`src/rtl/alu_arbiter_if.sv`:
```
// Bundle of request, response and shared-ALU signals between two requesters,
// the alu_arbiter and an external combinational ALU.
interface alu_arbiter_if #(
  parameter int WIDTH = 4
);
  logic [1:0]         req_valid;
  logic [1:0]         req_ready;
  logic [5:0]         req_op;
  logic [2*WIDTH-1:0] req_x;
  logic [2*WIDTH-1:0] req_y;
  logic [1:0]         req_cin;

  logic [1:0]         rsp_valid;
  logic [1:0]         rsp_ready;
  logic [WIDTH-1:0]   rsp_s;
  logic               rsp_c;
  logic               rsp_zero;
  logic               rsp_of;

  logic [2:0]         alu_op;
  logic               alu_in_c;
  logic [WIDTH-1:0]   alu_in_x;
  logic [WIDTH-1:0]   alu_in_y;
  logic [WIDTH-1:0]   alu_out_s;
  logic               alu_out_c;
  logic               alu_zero;
  logic               alu_overflow;

  // Requesters plus the shared ALU.
  modport master (
    output req_valid, req_op, req_x, req_y, req_cin, rsp_ready,
    output alu_out_s, alu_out_c, alu_zero, alu_overflow,
    input  req_ready, rsp_valid, rsp_s, rsp_c, rsp_zero, rsp_of,
    input  alu_op, alu_in_c, alu_in_x, alu_in_y
  );

  // The arbiter itself.
  modport slave (
    input  req_valid, req_op, req_x, req_y, req_cin, rsp_ready,
    input  alu_out_s, alu_out_c, alu_zero, alu_overflow,
    output req_ready, rsp_valid, rsp_s, rsp_c, rsp_zero, rsp_of,
    output alu_op, alu_in_c, alu_in_x, alu_in_y
  );
endinterface

```
`src/rtl/alu_arbiter.sv`:
```
// Two-requester arbiter sharing one combinational ALU (IDLE -> EXEC -> RESP).
// Define ALU_ARB_ROUND_ROBIN_EN for round-robin ties; default is fixed priority to requester 0.
module alu_arbiter #(
  parameter int WIDTH = 4
) (
  input  logic         clk,
  input  logic         rst_n,
  alu_arbiter_if.slave bus
);

  typedef enum logic [1:0] {
    IDLE = 2'd0,
    EXEC = 2'd1,
    RESP = 2'd2
  } state_t;

  state_t           state_reg, state_next;
  logic             last_grant_reg, last_grant_next;
  logic             grant_reg, grant_next;
  logic [2:0]       op_reg, op_next;
  logic             cin_reg, cin_next;
  logic [WIDTH-1:0] x_reg, x_next;
  logic [WIDTH-1:0] y_reg, y_next;
  logic [WIDTH-1:0] rsp_s_reg, rsp_s_next;
  logic             rsp_c_reg, rsp_c_next;
  logic             rsp_zero_reg, rsp_zero_next;
  logic             rsp_of_reg, rsp_of_next;

  logic [2:0]       op_arr [2];
  logic [WIDTH-1:0] x_arr  [2];
  logic [WIDTH-1:0] y_arr  [2];
  logic             winner;
  logic             accept;
  logic             handshake;

  generate
    for (genvar gi = 0; gi < 2; gi++) begin : g_req
      assign op_arr[gi]        = bus.req_op[gi*3 +: 3];
      assign x_arr[gi]         = bus.req_x[gi*WIDTH +: WIDTH];
      assign y_arr[gi]         = bus.req_y[gi*WIDTH +: WIDTH];
      assign bus.req_ready[gi] = accept && (winner == 1'(gi));
      assign bus.rsp_valid[gi] = (state_reg == RESP) && (grant_reg == 1'(gi));
    end
  endgenerate

  // Winner is only meaningful when at least one request is valid.
  always_comb begin
    winner = !bus.req_valid[0] && bus.req_valid[1];
`ifdef ALU_ARB_ROUND_ROBIN_EN
    if (&bus.req_valid) begin
      winner = ~last_grant_reg;
    end
`endif
  end

  // req_ready is gated by rst_n so nothing is accepted during reset.
  assign accept    = (state_reg == IDLE) && rst_n && (|bus.req_valid);
  assign handshake = (state_reg == RESP) && bus.rsp_ready[grant_reg];

  always_comb begin
    state_next      = state_reg;
    last_grant_next = last_grant_reg;
    grant_next      = grant_reg;
    op_next         = op_reg;
    cin_next        = cin_reg;
    x_next          = x_reg;
    y_next          = y_reg;
    rsp_s_next      = rsp_s_reg;
    rsp_c_next      = rsp_c_reg;
    rsp_zero_next   = rsp_zero_reg;
    rsp_of_next     = rsp_of_reg;
    case (state_reg)
      IDLE: begin
        if (accept) begin
          grant_next = winner;
          op_next    = op_arr[winner];
          x_next     = x_arr[winner];
          y_next     = y_arr[winner];
          cin_next   = bus.req_cin[winner];
          state_next = EXEC;
        end
      end
      EXEC: begin
        rsp_s_next    = bus.alu_out_s;
        rsp_c_next    = bus.alu_out_c;
        rsp_zero_next = bus.alu_zero;
        rsp_of_next   = bus.alu_overflow;
        state_next    = RESP;
      end
      RESP: begin
        if (handshake) begin
          last_grant_next = grant_reg;
          state_next      = IDLE;
        end
      end
      default: state_next = IDLE;
    endcase
  end

  always_ff @(posedge clk) begin
    if (!rst_n) begin
      state_reg      <= IDLE;
      last_grant_reg <= 1'b1;
      grant_reg      <= 1'b0;
      op_reg         <= '0;
      cin_reg        <= 1'b0;
      x_reg          <= '0;
      y_reg          <= '0;
      rsp_s_reg      <= '0;
      rsp_c_reg      <= 1'b0;
      rsp_zero_reg   <= 1'b0;
      rsp_of_reg     <= 1'b0;
    end else begin
      state_reg      <= state_next;
      last_grant_reg <= last_grant_next;
      grant_reg      <= grant_next;
      op_reg         <= op_next;
      cin_reg        <= cin_next;
      x_reg          <= x_next;
      y_reg          <= y_next;
      rsp_s_reg      <= rsp_s_next;
      rsp_c_reg      <= rsp_c_next;
      rsp_zero_reg   <= rsp_zero_next;
      rsp_of_reg     <= rsp_of_next;
    end
  end

  assign bus.alu_op   = op_reg;
  assign bus.alu_in_c = cin_reg;
  assign bus.alu_in_x = x_reg;
  assign bus.alu_in_y = y_reg;
  assign bus.rsp_s    = rsp_s_reg;
  assign bus.rsp_c    = rsp_c_reg;
  assign bus.rsp_zero = rsp_zero_reg;
  assign bus.rsp_of   = rsp_of_reg;

endmodule

```
`src/flat_wrapper.sv`:
```
// flat-port wrapper written by rule: the top's interface ports become plain ports
module alu_arbiter_flat 
#(
  parameter int WIDTH = 4
)
  (clk, rst_n, bus_req_valid, bus_req_op, bus_req_x, bus_req_y, bus_req_cin, bus_rsp_ready, bus_alu_out_s, bus_alu_out_c, bus_alu_zero, bus_alu_overflow, bus_req_ready, bus_rsp_valid, bus_rsp_s, bus_rsp_c, bus_rsp_zero, bus_rsp_of, bus_alu_op, bus_alu_in_c, bus_alu_in_x, bus_alu_in_y);
  alu_arbiter_if #(.WIDTH(WIDTH)) bus_i ();
  input  logic clk;
  input  logic rst_n;
  input wire logic [$bits(bus_i.req_valid)-1:0] bus_req_valid;
  input wire logic [$bits(bus_i.req_op)-1:0] bus_req_op;
  input wire logic [$bits(bus_i.req_x)-1:0] bus_req_x;
  input wire logic [$bits(bus_i.req_y)-1:0] bus_req_y;
  input wire logic [$bits(bus_i.req_cin)-1:0] bus_req_cin;
  input wire logic [$bits(bus_i.rsp_ready)-1:0] bus_rsp_ready;
  input wire logic [$bits(bus_i.alu_out_s)-1:0] bus_alu_out_s;
  input wire logic [$bits(bus_i.alu_out_c)-1:0] bus_alu_out_c;
  input wire logic [$bits(bus_i.alu_zero)-1:0] bus_alu_zero;
  input wire logic [$bits(bus_i.alu_overflow)-1:0] bus_alu_overflow;
  output wire logic [$bits(bus_i.req_ready)-1:0] bus_req_ready;
  output wire logic [$bits(bus_i.rsp_valid)-1:0] bus_rsp_valid;
  output wire logic [$bits(bus_i.rsp_s)-1:0] bus_rsp_s;
  output wire logic [$bits(bus_i.rsp_c)-1:0] bus_rsp_c;
  output wire logic [$bits(bus_i.rsp_zero)-1:0] bus_rsp_zero;
  output wire logic [$bits(bus_i.rsp_of)-1:0] bus_rsp_of;
  output wire logic [$bits(bus_i.alu_op)-1:0] bus_alu_op;
  output wire logic [$bits(bus_i.alu_in_c)-1:0] bus_alu_in_c;
  output wire logic [$bits(bus_i.alu_in_x)-1:0] bus_alu_in_x;
  output wire logic [$bits(bus_i.alu_in_y)-1:0] bus_alu_in_y;
  assign bus_i.req_valid = bus_req_valid;
  assign bus_i.req_op = bus_req_op;
  assign bus_i.req_x = bus_req_x;
  assign bus_i.req_y = bus_req_y;
  assign bus_i.req_cin = bus_req_cin;
  assign bus_i.rsp_ready = bus_rsp_ready;
  assign bus_i.alu_out_s = bus_alu_out_s;
  assign bus_i.alu_out_c = bus_alu_out_c;
  assign bus_i.alu_zero = bus_alu_zero;
  assign bus_i.alu_overflow = bus_alu_overflow;
  assign bus_req_ready = bus_i.req_ready;
  assign bus_rsp_valid = bus_i.rsp_valid;
  assign bus_rsp_s = bus_i.rsp_s;
  assign bus_rsp_c = bus_i.rsp_c;
  assign bus_rsp_zero = bus_i.rsp_zero;
  assign bus_rsp_of = bus_i.rsp_of;
  assign bus_alu_op = bus_i.alu_op;
  assign bus_alu_in_c = bus_i.alu_in_c;
  assign bus_alu_in_x = bus_i.alu_in_x;
  assign bus_alu_in_y = bus_i.alu_in_y;
  alu_arbiter #(.WIDTH(WIDTH)) u_core (.clk(clk), .rst_n(rst_n), .bus(bus_i));
endmodule
```
`config.mk`:
```
export PLATFORM = sky130hd
export DESIGN_NAME = alu_arbiter_flat
export DESIGN_NICKNAME = d
export VERILOG_FILES = /design/src/rtl/alu_arbiter_if.sv /design/src/rtl/alu_arbiter.sv /design/src/flat_wrapper.sv
export SDC_FILE = /design/constraint.sdc
export NUM_CORES = 1
export LEC_CHECK = 0
export BUFFER_PORTS_ARGS = -buffer_cell sky130_fd_sc_hd__buf_2
export CAP_MARGIN = 20
export CELL_PAD_IN_SITES_DETAIL_PLACEMENT = 1
export CELL_PAD_IN_SITES_GLOBAL_PLACEMENT = 1
export CORE_ASPECT_RATIO = 1.4
export CORE_MARGIN = 2
export CORE_UTILIZATION = 27
export DETAILED_ROUTE_END_ITERATION = 8
export PLACE_DENSITY = 0.74
export SLEW_MARGIN = 5
export SYNTH_ARGS = -nofsm -noshare
export SYNTH_HDL_FRONTEND = slang
export SYNTH_SLANG_ARGS = --single-unit
```
`constraint.sdc`:
```
create_clock -name clk -period 1.26 [get_ports clk]
set_input_delay 0.378 -clock clk [delete_from_list [all_inputs] [get_ports clk]]
set_output_delay 0.378 -clock clk [all_outputs]
set_load 0.05 [all_outputs]
```
==> results.md, run 1 <==
* Crit Reg-Reg Endpoint: u_core.bus.alu_in_c$_SDFFE_PN0P_
* Worst min path class: in -> reg
* # diodes at 0
* Port Buffer Count at between 50 and 60
* Die area at 0.00447 mm^2
* Routed vias at 1103
* Dominant cell type by area after synthesis: dfxtp_1
* Routed WL per cell at approximately 15 um
* Hold_buf cts at 0
* PnR worst setup slack at -302 ps
* Post-synth top area share at approximately 41%
* Fin Clk Skew at between 6 and 7 ps
* Worst Setup EP: bus_req_ready[1]
* Maximum clock rate at approximately 0.64 GHz
* Pins Over Slew Limit at 0
* Routed WL at 3370 um
* Setup TNS at -1160 ps
* Synthesis Warnings at 0
* Worst path required time at about 880 ps
* Post-synth cell types at 24
* H-tree Lvls at 1
* Failing checks: negative setup slack
* Worst-Margin Slew at 253 ps
* Max VDD drop at roughly 0.00081 V
* Area Overhead vs Synth at 50.4%
* Clock Pin Slew Worst Setup and Hold Paths at 70 ps
* Number of CTS-inserted buffers at 3
* Bufs on Longest Clock Path at 2
* # rows at 27
* CP max stage delay at ~370 ps
* RSZ-0062 raised after global routing: true
* Gpl congestion at approximately 0.75
* Clock Latency Late Sink at roughly 260 ps
* Syn_area_per_cell at 9.19 um^2
* Setup violations, final at 11
* Top FF cell, synth: dfxtp_1
* Die W at about 57 um
* Total GRT Usage at ~16%
* R2R cell count at 3
* Final min period at about 1600 ps
* Slowest cell on the critical path: dfxtp_4
* Synth top cells by count: dfxtp_1 (22), nand2_1 (14), o21ai_0 (12), nor2_1 (10)
* Largest net degree at the start of global routing at 21
* Buf/Inv on CP at 1
* DP HPWL at between 2000 and 3000 um
* Vias in the first global route at between 1000 and 1500
* Vias per cell at roughly 4.8
* Gr ovfl total at 0
* Crit path arrival time at approximately 1200 ps
* Reg-to-reg startpoint: u_core.state_reg[1]$_SDFFE_PN0P_
* Max FO, Critical Path at 4
* IO Pins at 60
* Core Region at roughly 0.0039 mm^2
* Synthesized Nets at roughly 150
* Status: finished, violations left
* Fin nets at 224
* Final core utilization at around two fifths
* Top cells by area, synth: dfxtp_1 (41%), mux2i_1 (7.5%), o21ai_0 (5.6%), nand3b_1 (5.6%), a21o_1 (4.9%)
* Startpoint types: flip-flop
* Crit-path cells: nor3b_4 > nand2_2 > nor2_4 > buf_6
* Final Hold Fails at 0
* Die height at 78.3 um
* R2r setup slk at -50 ps
* Critical path's top delay family: simple AND/OR/NAND/NOR gates
* Clock tree sinks at 22
* Lkg Pwr at ~0.74 nW
* Post-synth EDFFs at 0
* First-pass GRT wire length at between 5000 and 6000 um
* Starting Density at between 20% and 30%
* Initial detailed-routing violation count at 6
* Max transition margin at between 80% and 90%
* Crit share post-route at 124%
* CP startpoint: u_core.state_reg[1]$_SDFFE_PN0P_
* Syn Inst Count at roughly 120
* Antenna-violating nets left at 0
* Synth Register Bits at 22
* Register area share after synthesis at between 40% and 50%
* Maxcap violations at 0
* Post-route DRC violation count at 0
* DRT Pass-1 Iters at 4
* TritonCTS clock tree: done
* Ratio of cells with drive above 1 in the final layout at between 40% and 50%
* Fraction of registers with async set/reset at 0%
* CP Capture Type: output pin
* PwrDens at roughly 1100 mW/mm^2
* Initial antenna violation count at 0
* Synthesized cell area at around 0.0011 mm^2
* Fillers at 485
* Most numerous cell in the Yosys netlist: dfxtp_1
* Critical path type: reg -> out
* Root Buffer: clkbuf_8
* Cell count along the critical path at 4
## routing by layer
layer / GRT usage, % / up-vias / part of all wire, %
met2: 30.2 / 45 / 55
li1: - / 550 / -
met3: 2.97 / 6 / 6.5
met5: 0 / - / 0
met1: 16.8 / 502 / 37
met4: 5.12 / 0 / 1.3
## cells by family (layout without fill, tap and decap cells)
family                 after synthesis  count (layout)  share of synthesized area (%)
muxes                                8               8                           7.51
and+or+nand+nor                     43              43                           23.7
buffers and inverters               10              79                           9.51
DFF                                 22              22                           41.3
AOI/OAI and AO/OA                   33              33                           18.0
## worst min path at each step
stage,start,cells after the start,endpoint,slack (ps)
2_1_floorplan,u_core.grant_reg$_SDFFE_PN0P_,2,u_core.grant_reg$_SDFFE_PN0P_,500
3_3_place_gp,u_core.bus.alu_in_y[1]$_SDFFE_PN0P_,2,u_core.bus.alu_in_y[1]$_SDFFE_PN0P_,470
3_5_place_dp,u_core.bus.alu_in_y[1]$_SDFFE_PN0P_,2,u_core.bus.alu_in_y[1]$_SDFFE_PN0P_,470
4_1_cts,bus_alu_out_c,3,u_core.bus.rsp_c$_SDFFE_PN0N_,350
5_1_grt,bus_alu_zero,3,u_core.bus.rsp_zero$_SDFFE_PN0N_,360
6_report,bus_alu_out_c,3,u_core.bus.rsp_c$_SDFFE_PN0N_,350
## metrics by stage
step           hold WS (ps)  setup slack [ps]  power [mW]  instances  area (um^2)
5_1_grt                 364              -350        1.87        228         1600
3_5_place_dp            467              -310        1.33        224         1470
2_1_floorplan           503              -145        1.16        116         1100
6_report                352              -302        1.77        228         1600
3_3_place_gp            468              -229        1.31        224         1470
4_1_cts                 346              -323        1.78        228         1570
## layout make-up
class / instances / area [um^2] / share of cell area, %
multi-input combinational: 84 / 559 / 34.9
tap: 43 / 53.8 / 3.36
clock buffer: 3 / 41.3 / 2.58
timing repair buffer: 75 / 497 / 31.0
sequential: 22 / 448 / 27.9
inverter: 1 / 3.75 / 0.234
## layout by cell type (no fill, tap or decap)
master | synthesis | layout
a21boi_1 | 1 | 1
a21o_1 | 7 | 7
a21oi_1 | 8 | 6
a21oi_2 | 0 | 2
a31oi_1 | 5 | 5
and3b_1 | 1 | 1
and4bb_2 | 1 | 1
buf_12 | 0 | 1
buf_2 | 1 | 39
buf_4 | 0 | 18
buf_6 | 3 | 3
buf_8 | 0 | 1
clkbuf_4 | 0 | 13
clkbuf_8 | 1 | 3
clkinv_1 | 1 | 1
dfxtp_1 | 22 | 20
dfxtp_4 | 0 | 2
mux2i_1 | 8 | 8
nand2_1 | 14 | 13
nand2_2 | 0 | 1
nand2b_1 | 1 | 1
nand3b_1 | 8 | 8
nand4b_1 | 5 | 5
nor2_1 | 10 | 9
nor2_4 | 0 | 1
nor3b_4 | 0 | 2
o21ai_0 | 12 | 1
o21ai_1 | 0 | 11
or3b_4 | 1 | 1
## worst reg2reg max path, stage by stage, from the launching register on
cell and delay (ps):
dfxtp_4 370, or3b_4 510, o21ai_1 200, a31oi_1 120
## what timing repair did
item	CTS	global route
resized for setup	24	16
setup endpoints to repair	15	29
buffers inserted	1	0
pin swaps	5	2
cloned	0	0
## report_power, final
part / internal (mW) / switching, mW / total (mW) / leakage, nW
logic: 0.230 / 0.335 / 0.564 / 0.541
clock network: 0.213 / 0.207 / 0.420 / 0.0216
registers: 0.745 / 0.0362 / 0.781 / 0.181
total: 1.19 / 0.578 / 1.77 / 0.744
(Power assumes the default switching activity.)
==> inputs of run 2 (changes only) <==
Settings changed: GPL_TIMING_DRIVEN from default to 0, MAX_ROUTING_LAYER from default to met4.
==> run 2 against run 1 <==
The run still ends with negative setup slack left. Fmax down 0.70%. Design area up 7.3%. Critical endpoint unchanged. Wire length up 7.2%. Highest routed layer unchanged. Critical path depth unchanged. Largest cell class unchanged. Non-clock buffer count up 2. Core utilization up 3.0 points.
==> results.md, run 2 (synthesized netlist as in run 1, its figures left out) <==
* Status: finished, violations left
* Failing checks: negative setup slack
* R2R cell count at 6 (+3)
* Fillers at 487 (+0.41%)
* Antenna-violating nets left at 0 (unchanged)
* Hold path depth at 3 (unchanged)
* Max VDD drop at 0.000823 V (+1.5%)
* Hold path start: bus_alu_out_c
* Die area at 0.00447 mm^2 (unchanged)
* Startpoint types: flip-flop
* First-pass GRT wire length at 5840 um (+5.5%)
* Bufs on Longest Clock Path at 2 (unchanged)
* Maxcap violations at 0 (unchanged)
* Critical path type: reg -> out
* Lkg Pwr at 0.780 nW (+4.9%)
* Die W at 57.1 um (unchanged)
* DRT Pass-1 Iters at 3 (-1)
* Final Hold Fails at 0 (unchanged)
* Routed WL at 3620 um (+7.2%)
* Crit path arrival time at 1200 ps (+20 ps)
* Total GRT Usage at 17.2% (+1.4 points)
* H-tree Lvls at 1 (unchanged)
* Place WS at -473 ps (-163 ps)
* Clock Pin Slew Worst Setup and Hold Paths at 80 ps (about the same)
* Final min period at 1570 ps (+11.1 ps)
* Crit-path cells: nor3b_4 > nand2_2 > nor2_4 > buf_6
* Fin nets at 226 (+0.89%)
* RSZ-0062 raised after global routing: true
* Pins Over Slew Limit at 0 (unchanged)
* Initial antenna violation count at 0 (unchanged)
* Initial detailed-routing violation count at 11 (+5)
* Max transition margin at 76.1% (-7.1 points)
* Routed WL per cell at 15.7 um (+6.3%)
* Clock Latency Late Sink at 260 ps (about the same)
* PwrDens at 1080 mW/mm^2 (-2.2%)
* Area Overhead vs Synth at 61.3%
* Setup violations, final at 17 (+6)
* Fin Clk Skew at 8.06 ps (+1.65 ps)
* Maximum clock rate at 0.636 GHz (-0.70%)
* Gr ovfl total at 0 (unchanged)
* TritonCTS clock tree: done
* PnR worst setup slack at -313 ps (-11.1 ps)
* Slowest cell on the critical path: dfxtp_4
* # rows at 27 (unchanged)
* Max FO, Critical Path at 4 (unchanged)
* # diodes at 0 (unchanged)
* IO Pins at 60 (unchanged)
* Crit share post-route at 125% (+0.88 points)
* Root Buffer: clkbuf_8
* DP HPWL at 2600 um (-4.2%)
* CP max stage delay at 370 ps (about the same)
* Clock tree sinks at 22 (unchanged)
* Worst-Margin Slew at 356 ps (+103 ps)
* Starting Density at 27.7% (unchanged)
* Most common cell after layout, fill and taps aside: buf_2
* Number of CTS-inserted buffers at 3 (unchanged)
* Worst path required time at 880 ps (about the same)
* Vias per cell at 4.88 (+0.84%)
* Die height at 78.3 um (unchanged)
* Vias in the first global route at 1263 (+4.7%)
* Post-route DRC violation count at 0 (unchanged)
* CP Capture Type: output pin
* Most frequent cells in the layout: buf_2 (41), dfxtp_1 (19), buf_4 (15)
* Routed vias at 1122 (+1.7%)
* Port Buffer Count at 59 (unchanged)
* Largest net degree at the start of global routing at 12 (-43%)
* Ratio of cells with drive above 1 in the final layout at 55.6% (+8.0 points)
* Gpl congestion at 0.728 (-3.3%)
* Core Region at 0.00385 mm^2 (unchanged)
* Worst min path class: in -> reg
* CP startpoint: u_core.state_reg[0]$_SDFFE_PN0P_
* Final core utilization at 44.6% (+3.0 points)
* Hold_buf cts at 0 (unchanged)
* Reg-to-reg startpoint: u_core.state_reg[0]$_SDFFE_PN0P_
run 2: cell types whose count changed in the layout (fill, tap and decap cells not counted), sizes merged:
cell | previous run | this run
buf | 62 | 68
clkbuf | 16 | 11
bufbuf | 0 | 1
run 2: layer usage:
layer / routed length [um] / vias to the layer above / track usage [%]
met1: 1380 / 517 / 17.2
met4: 43 / 0 / 5.35
li1: - / 558 / -
met3: 187 / 6 / 2.97
met2: 2010 / 41 / 33.0
met5: 0 / - / -
run 2: area by class of cell:
cell class                      instances  area, um^2  share of cell area, %
Buffer                                  8         104                   6.04
Clock buffer                            3        41.3                   2.40
Inverter                                1        3.75                  0.218
Multi-Input combinational cell         84         618                   36.0
Sequential cell                        22         449                   26.1
Tap cell                               43        53.8                   3.13
Timing Repair Buffer                   69         449                   26.1
run 2: stage by stage:
step | hold WS, ps | setup TNS [ps] | instances | cell area [um^2] | total power, mW
2_1_floorplan | 503 | -145 | 116 | 1100 | 1.16
3_3_place_gp | 465 | -2760 | 218 | 1450 | 1.30
3_5_place_dp | 466 | -3200 | 218 | 1450 | 1.31
4_1_cts | 344 | -2770 | 229 | 1650 | 1.83
5_1_grt | 353 | -5250 | 230 | 1720 | 1.96
6_report | 350 | -4440 | 230 | 1720 | 1.85
run 2: where the power goes:
group / switching, mW / internal [mW] / total, mW
clock: 0.216 / 0.213 / 0.429
combinational: 0.360 / 0.277 / 0.637
sequential: 0.0412 / 0.746 / 0.787
total: 0.617 / 1.24 / 1.85
run 2: worst max-delay path: cells and delay by family, from the launching register on:
family / cells / cell delay [ps]
DFF: 1 / 370
and+or+nand+nor: 3 / 400
buffers and inverters: 1 / 160
run 2: worst paths after layout:
| check | slack (ps) | end |
|---|---|---|
| max | -310 | bus_req_ready[1] |
| min | 350 | u_core.bus.rsp_c$_SDFFE_PN0N_ |
| max reg2reg | -300 | u_core.bus.alu_in_x[2]$_SDFFE_PN0P_ |
| min reg2reg | 470 | u_core.bus.alu_op[0]$_SDFFE_PN0P_ |
run 2: repair_timing:
item                                    4_1_cts  5_1_grt
resized for setup                            47       18
setup buffers                                 7        1
pin swaps                                    13       10
cloned                                        2        0
hold endpoints to repair                      0        0
endpoints found under the setup margin       17       25
